## src/rtl/regfile_port_arbiter_pkg.sv

```systemverilog
// rtl/regfile_port_arbiter_pkg.sv - shared FSM encoding and requester indices
// Used by the write-port arbiter and its round-robin grant sub-module.
package regfile_port_arbiter_pkg;

   typedef enum logic [1:0] {
      IDLE  = 2'd0,
      SERVE = 2'd1,
      CLEAR = 2'd2
   } state_t;

   localparam int REQ_ALU  = 0;
   localparam int REQ_LOAD = 1;

endpackage

```

## src/rtl/regfile_port_arbiter_rr_arbiter2.sv

```systemverilog
// rtl/regfile_port_arbiter_rr_arbiter2.sv - two-way round-robin grant logic
// i_ptr names the requester that wins a tie; o_grant is one-hot or zero.
module rr_arbiter2 (
   input  logic [1:0] i_valid,
   input  logic       i_ptr,
   input  logic       i_enable,
   output logic [1:0] o_grant
);

   always_comb begin
      o_grant = 2'b00;
      if (i_enable) begin
         if (i_valid == 2'b11) begin
            o_grant = i_ptr ? 2'b10 : 2'b01;
         end else begin
            o_grant = i_valid;
         end
      end
   end

endmodule

```

## src/rtl/regfile_port_arbiter.sv

```systemverilog
// rtl/regfile_port_arbiter.sv - arbitrates two writeback requesters onto port 3
// Also runs a zeroing sweep over every register on clr_start.
module regfile_port_arbiter
   import regfile_port_arbiter_pkg::*;
#(
   parameter int ADDR_Nbits = 5,
   parameter int DATA_W     = 2**ADDR_Nbits
) (
   input  logic                  RegisterFile_CLK,
   input  logic                  RegisterFile_RST,
   input  logic                  req0_valid,
   input  logic [ADDR_Nbits-1:0] req0_addr,
   input  logic [DATA_W-1:0]     req0_data,
   output logic                  req0_ready,
   input  logic                  req1_valid,
   input  logic [ADDR_Nbits-1:0] req1_addr,
   input  logic [DATA_W-1:0]     req1_data,
   output logic                  req1_ready,
   input  logic                  clr_start,
   output logic                  clr_busy,
   output logic                  clr_done,
   output logic                  RegisterFile_WE3,
   output logic [ADDR_Nbits-1:0] RegisterFile_A3,
   output logic [DATA_W-1:0]     RegisterFile_WD3
);

   state_t                  r_state, w_state_nxt;
   logic                    r_ptr, w_ptr_nxt;
   logic [ADDR_Nbits-1:0]   r_cnt, w_cnt_nxt;
   logic                    r_we, w_we_nxt;
   logic [ADDR_Nbits-1:0]   r_a3, w_a3_nxt;
   logic [DATA_W-1:0]       r_wd, w_wd_nxt;
   logic                    r_busy, w_busy_nxt;
   logic                    r_done, w_done_nxt;

   logic                    w_enable;
   logic [1:0]              w_grant;
   logic                    w_acc;
   logic                    w_sel;
   logic [ADDR_Nbits-1:0]   w_addr;
   logic [DATA_W-1:0]       w_data;

   // Grants are suppressed while in reset, sweeping, or about to sweep.
   assign w_enable = RegisterFile_RST && (r_state != CLEAR) && !clr_start;

   rr_arbiter2 u_rr_arbiter2 (
      .i_valid  ({req1_valid, req0_valid}),
      .i_ptr    (r_ptr),
      .i_enable (w_enable),
      .o_grant  (w_grant)
   );

   assign req0_ready = w_grant[REQ_ALU];
   assign req1_ready = w_grant[REQ_LOAD];
   assign w_acc      = |w_grant;
   assign w_sel      = w_grant[REQ_LOAD];
   assign w_addr     = w_sel ? req1_addr : req0_addr;
   assign w_data     = w_sel ? req1_data : req0_data;

   always_ff @(posedge RegisterFile_CLK or negedge RegisterFile_RST) begin
      if (!RegisterFile_RST) begin
         r_state <= IDLE;
         r_ptr   <= 1'b0;
         r_cnt   <= '0;
         r_we    <= 1'b0;
         r_a3    <= '0;
         r_wd    <= '0;
         r_busy  <= 1'b0;
         r_done  <= 1'b0;
      end else begin
         r_state <= w_state_nxt;
         r_ptr   <= w_ptr_nxt;
         r_cnt   <= w_cnt_nxt;
         r_we    <= w_we_nxt;
         r_a3    <= w_a3_nxt;
         r_wd    <= w_wd_nxt;
         r_busy  <= w_busy_nxt;
         r_done  <= w_done_nxt;
      end
   end

   always_comb begin
      w_state_nxt = r_state;
      w_ptr_nxt   = r_ptr;
      w_cnt_nxt   = r_cnt;
      w_we_nxt    = 1'b0;
      w_a3_nxt    = r_a3;
      w_wd_nxt    = r_wd;
      w_busy_nxt  = r_busy;
      w_done_nxt  = 1'b0;
      unique case (r_state)
         IDLE, SERVE: begin
            if (clr_start) begin
               // Address 0 goes out on the very next cycle so the sweep fills the busy window.
               w_state_nxt = CLEAR;
               w_cnt_nxt   = '0;
               w_we_nxt    = 1'b1;
               w_a3_nxt    = '0;
               w_wd_nxt    = '0;
               w_busy_nxt  = 1'b1;
            end else if (w_acc) begin
               w_state_nxt = SERVE;
               w_ptr_nxt   = !w_sel;
               if (w_addr != '0) begin
                  w_we_nxt = 1'b1;
                  w_a3_nxt = w_addr;
                  w_wd_nxt = w_data;
               end
            end else begin
               w_state_nxt = IDLE;
            end
         end
         CLEAR: begin
            if (r_cnt == '1) begin
               w_state_nxt = IDLE;
               w_cnt_nxt   = '0;
               w_busy_nxt  = 1'b0;
               w_done_nxt  = 1'b1;
            end else begin
               w_cnt_nxt = r_cnt + 1'b1;
               w_we_nxt  = 1'b1;
               w_a3_nxt  = r_cnt + 1'b1;
               w_wd_nxt  = '0;
            end
         end
         default: begin
            w_state_nxt = IDLE;
         end
      endcase
   end

   assign RegisterFile_WE3 = r_we;
   assign RegisterFile_A3  = r_a3;
   assign RegisterFile_WD3 = r_wd;
   assign clr_busy         = r_busy;
   assign clr_done         = r_done;

endmodule
```

## config.mk

```make
export PLATFORM = sky130hd
export DESIGN_NAME = regfile_port_arbiter
export DESIGN_NICKNAME = d
export VERILOG_FILES = /design/src/rtl/regfile_port_arbiter_pkg.sv /design/src/rtl/regfile_port_arbiter_rr_arbiter2.sv /design/src/rtl/regfile_port_arbiter.sv
export SDC_FILE = /design/constraint.sdc
export NUM_CORES = 1
export LEC_CHECK = 0
export BUFFER_PORTS_ARGS = -buffer_cell sky130_fd_sc_hd__buf_2
export CAP_MARGIN = 20
export CORE_AREA = 8 8 131 85
export CTS_BUF_LIST = sky130_fd_sc_hd__clkbuf_4
export DETAILED_ROUTE_END_ITERATION = 10
export DIE_AREA = 0 0 139 93
export PLACE_DENSITY_LB_ADDON = 0.08
export SLEW_MARGIN = 0
export SYNTH_ARGS = -nofsm -noshare
export SYNTH_HDL_FRONTEND = slang
export SYNTH_SLANG_ARGS = --single-unit
```

## constraint.sdc

```tcl
create_clock -name RegisterFile_CLK -period 2.6 [get_ports RegisterFile_CLK]
set_input_delay 0.39 -clock RegisterFile_CLK [delete_from_list [all_inputs] [get_ports RegisterFile_CLK]]
set_output_delay 0.39 -clock RegisterFile_CLK [all_outputs]
set_load 0.01 [all_outputs]
```

==> impl_metrics.csv, run 1 <==
group,metric,value,unit
setup_path,critPathLaunch,"r_cnt[0]$_DFFE_PN0P_",
power_and_ir_drop,switching_power,1.112,mW
power_and_ir_drop,sw_frac_of_total,0.3707,
logic_synthesis,ys_seq_area_frac,0.4501,
logic_synthesis,synth_commonest_cells,"nand2_1, dfrtp_1, a21oi_1",
detailed_routing,drc,0,
clock_tree,cts-htree-levels,2,
setup_path,crit_fanout,10,
clock_tree,clock_latency,0.36,ns
finish,drive_gt1_frac,0.4744,
global_route,grt_pass1_wl,12460,um
finish,nets,470,
setup_path,r2r_end,"RegisterFile_WD3[10]$_DFFE_PN0P_",
detailed_routing,drt-vias-per-instance,4.518,
sta,finalMaxSlewViolations,0,
finish,antenna_cells,0,
setup_path,reg2reg_from,"r_cnt[0]$_DFFE_PN0P_",
die,die-area,12930,um2
die,start_util,0.2864,
detailed_routing,ant_nets,0,
logic_synthesis,ys_top_cells_by_area,"dfrtp_1, mux2_4, nand2_1, mux2_2, a21oi_1",
sta,fin_skew,0.01119,ns
setup_path,critPathKind,"reg -> reg",
setup_path,r2r_slack,0.18,ns
setup_path,critPathBufInv,1,
global_route,antenna_found_initial,0,
clock_tree,cts-buffers-inserted,5,
clock_tree,clockBufferDepth,2,
hold_path,holdCritPathClass,"in -> async",
setup_path,crit_family,"simple AND/OR/NAND/NOR gates",
logic_synthesis,synthAdderAreaFrac,0.009376,
sta,relSlewSlack,0.5854,
setup_path,endpoint,"RegisterFile_WD3[10]$_DFFE_PN0P_",
die,core_area,9319,um2
sta,hold_violations,0,
logic_synthesis,yosysTopAreaCellShare,0.4501,
global_route,grt_pass1_vias,2429,
setup_path,slowest_stage,"dfrtp_1",
die,fp-row-count,28,
logic_synthesis,synthXorXnorAreaFrac,0.006564,
logic_synthesis,yosys.area.top_type,"dfrtp_1",
placed_design,dpl_worst_slack,0.1953,ns
detailed_routing,wl_per_cell,15.19,um
clock_tree,cts.sinks,48,
run,maxCapViolCount,0,
logic_synthesis,synth_edf_count,0,
global_route,grt_start_max_net_pins,51,
setup_path,max_stage_delay,0.46,ns
global_route,grt_use_total,0.1196,
detailed_routing,drtIter0Drc,59,
die,boundaryPins,121,
logic_synthesis,ys_ff_latch,48,
clock_tree,cts_resized,0,
detailed_routing,dr.pass1.iters,4,
power_and_ir_drop,leakage,1.951,nW
logic_synthesis,synth_top_family_by_area,"multiplexers",
sta,fmax,0.4127,GHz
logic_synthesis,syn_area,2669,um2
detailed_routing,vias,2304,
logic_synthesis,synthCells,266,
setup_path,required,2.85,ns
logic_synthesis,synth_simple_gate_area_frac,0.1383,
sta,tightestPinTransition,0.6218,ns
clock_tree,hold_buffers,0,
logic_synthesis,synth.mux.area_fraction,0.2138,
power_and_ir_drop,seq_power_share,0.362,
setup_path,end_kind,"register",
power_and_ir_drop,clkPwrFrac,0.149,
global_route,overflow,0,
logic_synthesis,ys_async_sr_fraction,1.000,
placed_design,io_buffers,120,
finish,syn_to_final_growth,32.44,%
setup_path,worstSetupStartpointType,"register",
logic_synthesis,synthMostInstantiatedCell,"nand2_1",
logic_synthesis,avgSynthCellArea,10.03,um2
detailed_routing,postRouteWirelength,7745,um
clock_tree,clk_pin_slew,0.15,ns
logic_synthesis,synth_compound_area_frac,0.1369,
setup_path,cp.depth,9,
clock_tree,cts-root-buf,"clkbuf_4",
die,die_h,93,um
setup_path,cp_cell_sequence,"ha_1 -> and3_1 -> ha_1 -> nor2_1 -> nand2_1 -> nand2_1 -> a2bb2oi_4 -> buf_4 -> mux2_4",
setup_path,reg2regPathDepth,9,
sta,layout_min_cycle_time,2.423,ns
sta,worst_slack,0.1769,ns
logic_synthesis,synth_cell_types,34,
logic_synthesis,syn-num-nets,347,
power_and_ir_drop,intPower,1.888,mW
status,status,"finished, final reports clean",
setup_path,arrival,2.68,ns
sta,finalCritPeriodShare,0.9320,
logic_synthesis,ys.flop_type,"dfrtp_1",
sta,tns,0,ns
power_and_ir_drop,powerDensity,848.7,nW/um2
die,die_w,139,um
clock_tree,cts_tree,"built",
sta,setup_violations,0,
clock_tree,post-cts-setup-buffers,0,
placed_design,place.gp.congestion,0.7856,
placed_design,dp_hpwl,6078,um
logic_synthesis,synth_warnings,0,
sta,rsz0062_at_grt,"false",
power_and_ir_drop,share_comb_of_total_power,0.489,
power_and_ir_drop,ir_drop,0.2390,mV
worst min path at each step:
stage | startpoint | to | slack (ns) | depth (start not counted)
floorplan | RegisterFile_RST | RegisterFile_A3[0]$_DFFE_PN0P_ | 0.09 | 0
global placement | RegisterFile_WD3[23]$_DFFE_PN0P_ | RegisterFile_WD3[23]$_DFFE_PN0P_ | 0.49 | 1
detailed placement | RegisterFile_WD3[15]$_DFFE_PN0P_ | RegisterFile_WD3[15]$_DFFE_PN0P_ | 0.49 | 1
CTS | RegisterFile_RST | RegisterFile_WD3[25]$_DFFE_PN0P_ | 0.15 | 2
global route | RegisterFile_RST | RegisterFile_WD3[29]$_DFFE_PN0P_ | 0.14 | 2
finish | RegisterFile_RST | RegisterFile_WD3[29]$_DFFE_PN0P_ | 0.14 | 2
power groups by stage:
stage                     clock network [mW]  registers [mW]  logic [mW]
after detailed placement                   0            1.10        1.49
after global placement                     0            1.11        1.50
after floorplan                            0            1.16       0.943
after CTS                              0.471            1.09        1.50
after global routing                   0.508            1.12        1.61
final                                  0.447            1.09        1.47
area by class of cell:
cell class,instances,area (um2)
inverters,2,7.507
fillers,973,5784
clock inverters,3,42.54
clock buffers,5,37.54
multi-input cells,197,1370
repair buffers,135,725.7
well taps,120,150.1
flip-flops and latches,48,1201
cell families after synthesis:
group | count (synthesis)
compound gates | 58
xor+xnor | 2
fa+ha+maj | 2
buf+inv | 21
flops | 48
mux | 45
simple gates | 90
registers in the layout (all words and copies together) (netlist names):
| name | cells |
|---|---|
| r_ptr | 1 |
| r_state | 2 |
| clr_busy | 1 |
| RegisterFile_WD3 | 32 |
| RegisterFile_A3 | 5 |
| RegisterFile_WE3 | 1 |
| r_cnt | 5 |
| clr_done | 1 |
worst reg2reg max path, cell delays in order, from the launching register on:
cell       delay, ns
dfrtp_1         0.46
ha_1            0.27
and3_1          0.16
ha_1            0.23
nor2_1          0.19
nand2_1         0.11
nand2_1         0.13
a2bb2oi_4       0.21
buf_4           0.25
mux2_4          0.32
metal layers:
layer	vias to the layer above	global-route usage	routed length, um
met5	-	0	0
met4	0	0.02452	40
met3	4	0.04527	546
met2	67	0.1892	3445
met1	1072	0.1539	3713
li1	1161	-	-
metrics by stage:
| stage | instances | power (mW) | util | area, um2 | hold slack, ns |
|---|---|---|---|---|---|
| 3_3_place_gp | 502 | 2.613 | 0.3707 | 3455 | 0.4853 |
| 3_5_place_dp | 502 | 2.593 | 0.3707 | 3455 | 0.4871 |
| 6_report | 510 | 3.000 | 0.3793 | 3535 | 0.1392 |
| 5_1_grt | 510 | 3.241 | 0.3793 | 3535 | 0.1410 |
| 2_1_floorplan | 266 | 2.100 | - | 2669 | 0.09441 |
| 4_1_cts | 510 | 3.056 | 0.3793 | 3535 | 0.1489 |
placed cells by master, fill, tap and decap left out, drive strengths merged, types with 2 or more instances in the layout:
| cell type | count |
|---|---|
| buf | 135 |
| nand2 | 74 |
| dfrtp | 48 |
| mux2 | 39 |
| a21oi | 35 |
| o21ai | 7 |
| mux2i | 6 |
| nor2 | 5 |
| o31ai | 5 |
| clkbuf | 5 |
| a22o | 4 |
| nand2b | 3 |
| inv | 2 |
| or4 | 2 |
| ha | 2 |
| clkinv | 2 |
Power figures use the tool's default switching activity.
==> run 2, diff against run 1 <==
- CORE_AREA: 8 8 131 85 -> 8 8 114 74
- DIE_AREA: 0 0 139 93 -> 0 0 122 82
==> run 2 against run 1 <==
Against the previous run:
- non-clock buffer count is 3 lower
- setup slack better by 0.015 ns
- highest routed layer unchanged
- critical endpoint is now RegisterFile_WD3[19]$_DFFE_PN0P_
- final cell count is 6.3% lower
- largest cell class unchanged
- largest power group unchanged
==> impl_metrics.csv, run 2 (synthesized netlist as in run 1, its figures left out) <==
group,metric,value,unit
power_and_ir_drop,share_comb_of_total_power,0.490,
die,die_w,122,um
finish,drive_gt1_frac,0.4755,
die,die-area,10000,um2
detailed_routing,drt-vias-per-instance,4.816,
finish,layout_commonest_cell,"buf_2",
power_and_ir_drop,leakage,1.943,nW
sta,hold_violations,0,
clock_tree,cts_tree,"built",
finish,syn_to_final_growth,30.80,%
sta,finalCritPeriodShare,0.9261,
global_route,grt_use_total,0.1435,
power_and_ir_drop,powerDensity,860.6,nW/um2
power_and_ir_drop,sw_frac_of_total,0.3703,
sta,fin_skew,0.01588,ns
detailed_routing,dr.pass1.iters,4,
sta,fmax,0.4153,GHz
power_and_ir_drop,seq_power_share,0.361,
setup_path,end_kind,"register",
global_route,grt_pass1_wl,11540,um
global_route,grt.met2_usage,0.2151,
sta,relSlewSlack,0.5808,
sta,setup_violations,0,
clock_tree,cts.sinks,48,
sta,tns,0,ns
placed_design,placed_cell_area,3401,um2
die,fp-row-count,24,
run,maxCapViolCount,0,
detailed_routing,vias,2302,
detailed_routing,drc,0,
detailed_routing,ant_nets,0,
die,start_util,0.3881,
clock_tree,clk_pin_slew,0.14,ns
die,boundaryPins,121,
finish,nets,467,
power_and_ir_drop,ir_drop,0.3405,mV
sta,rsz0062_at_grt,"false",
finish,largest_reg_flops,32,
global_route,use_met3,0.04118,
global_route,overflow,0,
power_and_ir_drop,intPower,1.892,mW
die,core_area,6877,um2
setup_path,arrival,2.65,ns
setup_path,crit_fanout,23,
setup_path,required,2.84,ns
sta,layout_min_cycle_time,2.408,ns
finish,final_util,0.5076,
finish,mostFrequentLayoutCells,"buf_2, nand2_1, dfrtp_1",
placed_design,dp_hpwl,5787,um
finish,antenna_cells,0,
clock_tree,cts-root-buf,"clkbuf_4",
finish,final_area,3491,um2
placed_design,place.gp.congestion,0.9160,
sta,finalMaxSlewViolations,0,
global_route,gr-max-usage-layer,"met2",
global_route,grt_pass1_vias,2344,
hold_path,holdCritPathClass,"in -> async",
power_and_ir_drop,switching_power,1.112,mW
sta,tightestPinTransition,0.6288,ns
setup_path,critPathKind,"reg -> reg",
global_route,antenna_found_initial,0,
detailed_routing,postRouteWirelength,7398,um
finish,fillers,688,
clock_tree,cts-htree-levels,2,
power_and_ir_drop,clkPwrFrac,0.149,
detailed_routing,wl_per_cell,15.48,um
setup_path,worstSetupStartpointType,"register",
die,die_h,82,um
status,status,"finished, final reports clean",
global_route,use_met1,0.2038,
clock_tree,clockBufferDepth,2,
clock_tree,cts-buffers-inserted,5,
global_route,grt_start_max_net_pins,50,
placed_design,io_buffers,120,
clock_tree,clock_latency,0.35,ns
detailed_routing,drtIter0Drc,85,
==> run 2: worst paths after layout <==
check	depth (start not counted)	from	slack, ns	to
worst max-delay path	9	r_cnt[0]$_DFFE_PN0P_	0.19	RegisterFile_WD3[19]$_DFFE_PN0P_
worst min-delay path	2	RegisterFile_RST	0.16	clr_busy$_DFFE_PN0P_
worst max register to register	9	r_cnt[0]$_DFFE_PN0P_	0.19	RegisterFile_WD3[19]$_DFFE_PN0P_
worst min register to register	1	RegisterFile_WD3[24]$_DFFE_PN0P_	0.52	RegisterFile_WD3[24]$_DFFE_PN0P_
max in group asynchronous	2	RegisterFile_RST	2.00	RegisterFile_WD3[22]$_DFFE_PN0P_
min in group RegisterFile_CLK	2	RegisterFile_RST	0.39	r_state[0]$_DFFE_PN0P_
==> run 2: metal layers <==
metal | share of wire | routed length, um | vias up
met3 | 0.079 | 586 | 2
met2 | 0.42 | 3103 | 71
met1 | 0.50 | 3685 | 1075
met5 | 0 | 0 | -
met4 | 0.0030 | 22 | 0
li1 | - | - | 1154
==> run 2: worst max-delay path, stage by stage (launching register included) <==
cell and delay [ns]:
dfrtp_1 0.46, ha_1 0.26, and3_1 0.17, ha_1 0.25
nor2_2 0.16, nand2_1 0.09, nand2_1 0.13, a2bb2oi_4 0.20
buf_12 0.22, mux2_2 0.35
==> run 2: what timing repair did <==
action	4_1_cts	5_1_grt
setup buffers	0	0
gates resized for setup	0	2
setup endpoints to repair	0	16
hold buffers	0	0
==> run 2: final cells by class <==
cell class | instances | area [um2] | area share
multi-input combinational | 197 | 1365 | 0.3910
clock buffer | 5 | 37.54 | 0.01075
tap | 91 | 113.9 | 0.03262
sequential | 48 | 1201 | 0.3441
clock inverter | 3 | 46.29 | 0.01326
timing repair buffer | 132 | 719.4 | 0.2061
inverter | 2 | 7.507 | 0.002151
==> run 2: power by group through the flow <==
stage / logic, mW / registers [mW] / clock network (mW)
2_1_floorplan: 0.943 / 1.16 / 0
3_3_place_gp: 1.47 / 1.10 / 0
3_5_place_dp: 1.48 / 1.10 / 0
4_1_cts: 1.48 / 1.08 / 0.473
5_1_grt: 1.61 / 1.11 / 0.491
6_report: 1.47 / 1.08 / 0.448
==> run 2: metrics by stage <==
| stage | std cells | hold slack, ns | power [mW] | worst slack [ns] |
|---|---|---|---|---|
| 3_5_place_dp | 470 | 0.4899 | 2.580 | 0.1315 |
| 2_1_floorplan | 266 | 0.09441 | 2.100 | 0.3740 |
| 3_3_place_gp | 470 | 0.4837 | 2.570 | 0.2590 |
| 6_report | 478 | 0.1642 | 3.004 | 0.1922 |
| 5_1_grt | 478 | 0.2036 | 3.218 | 0.05849 |
| 4_1_cts | 478 | 0.1714 | 3.041 | 0.1050 |
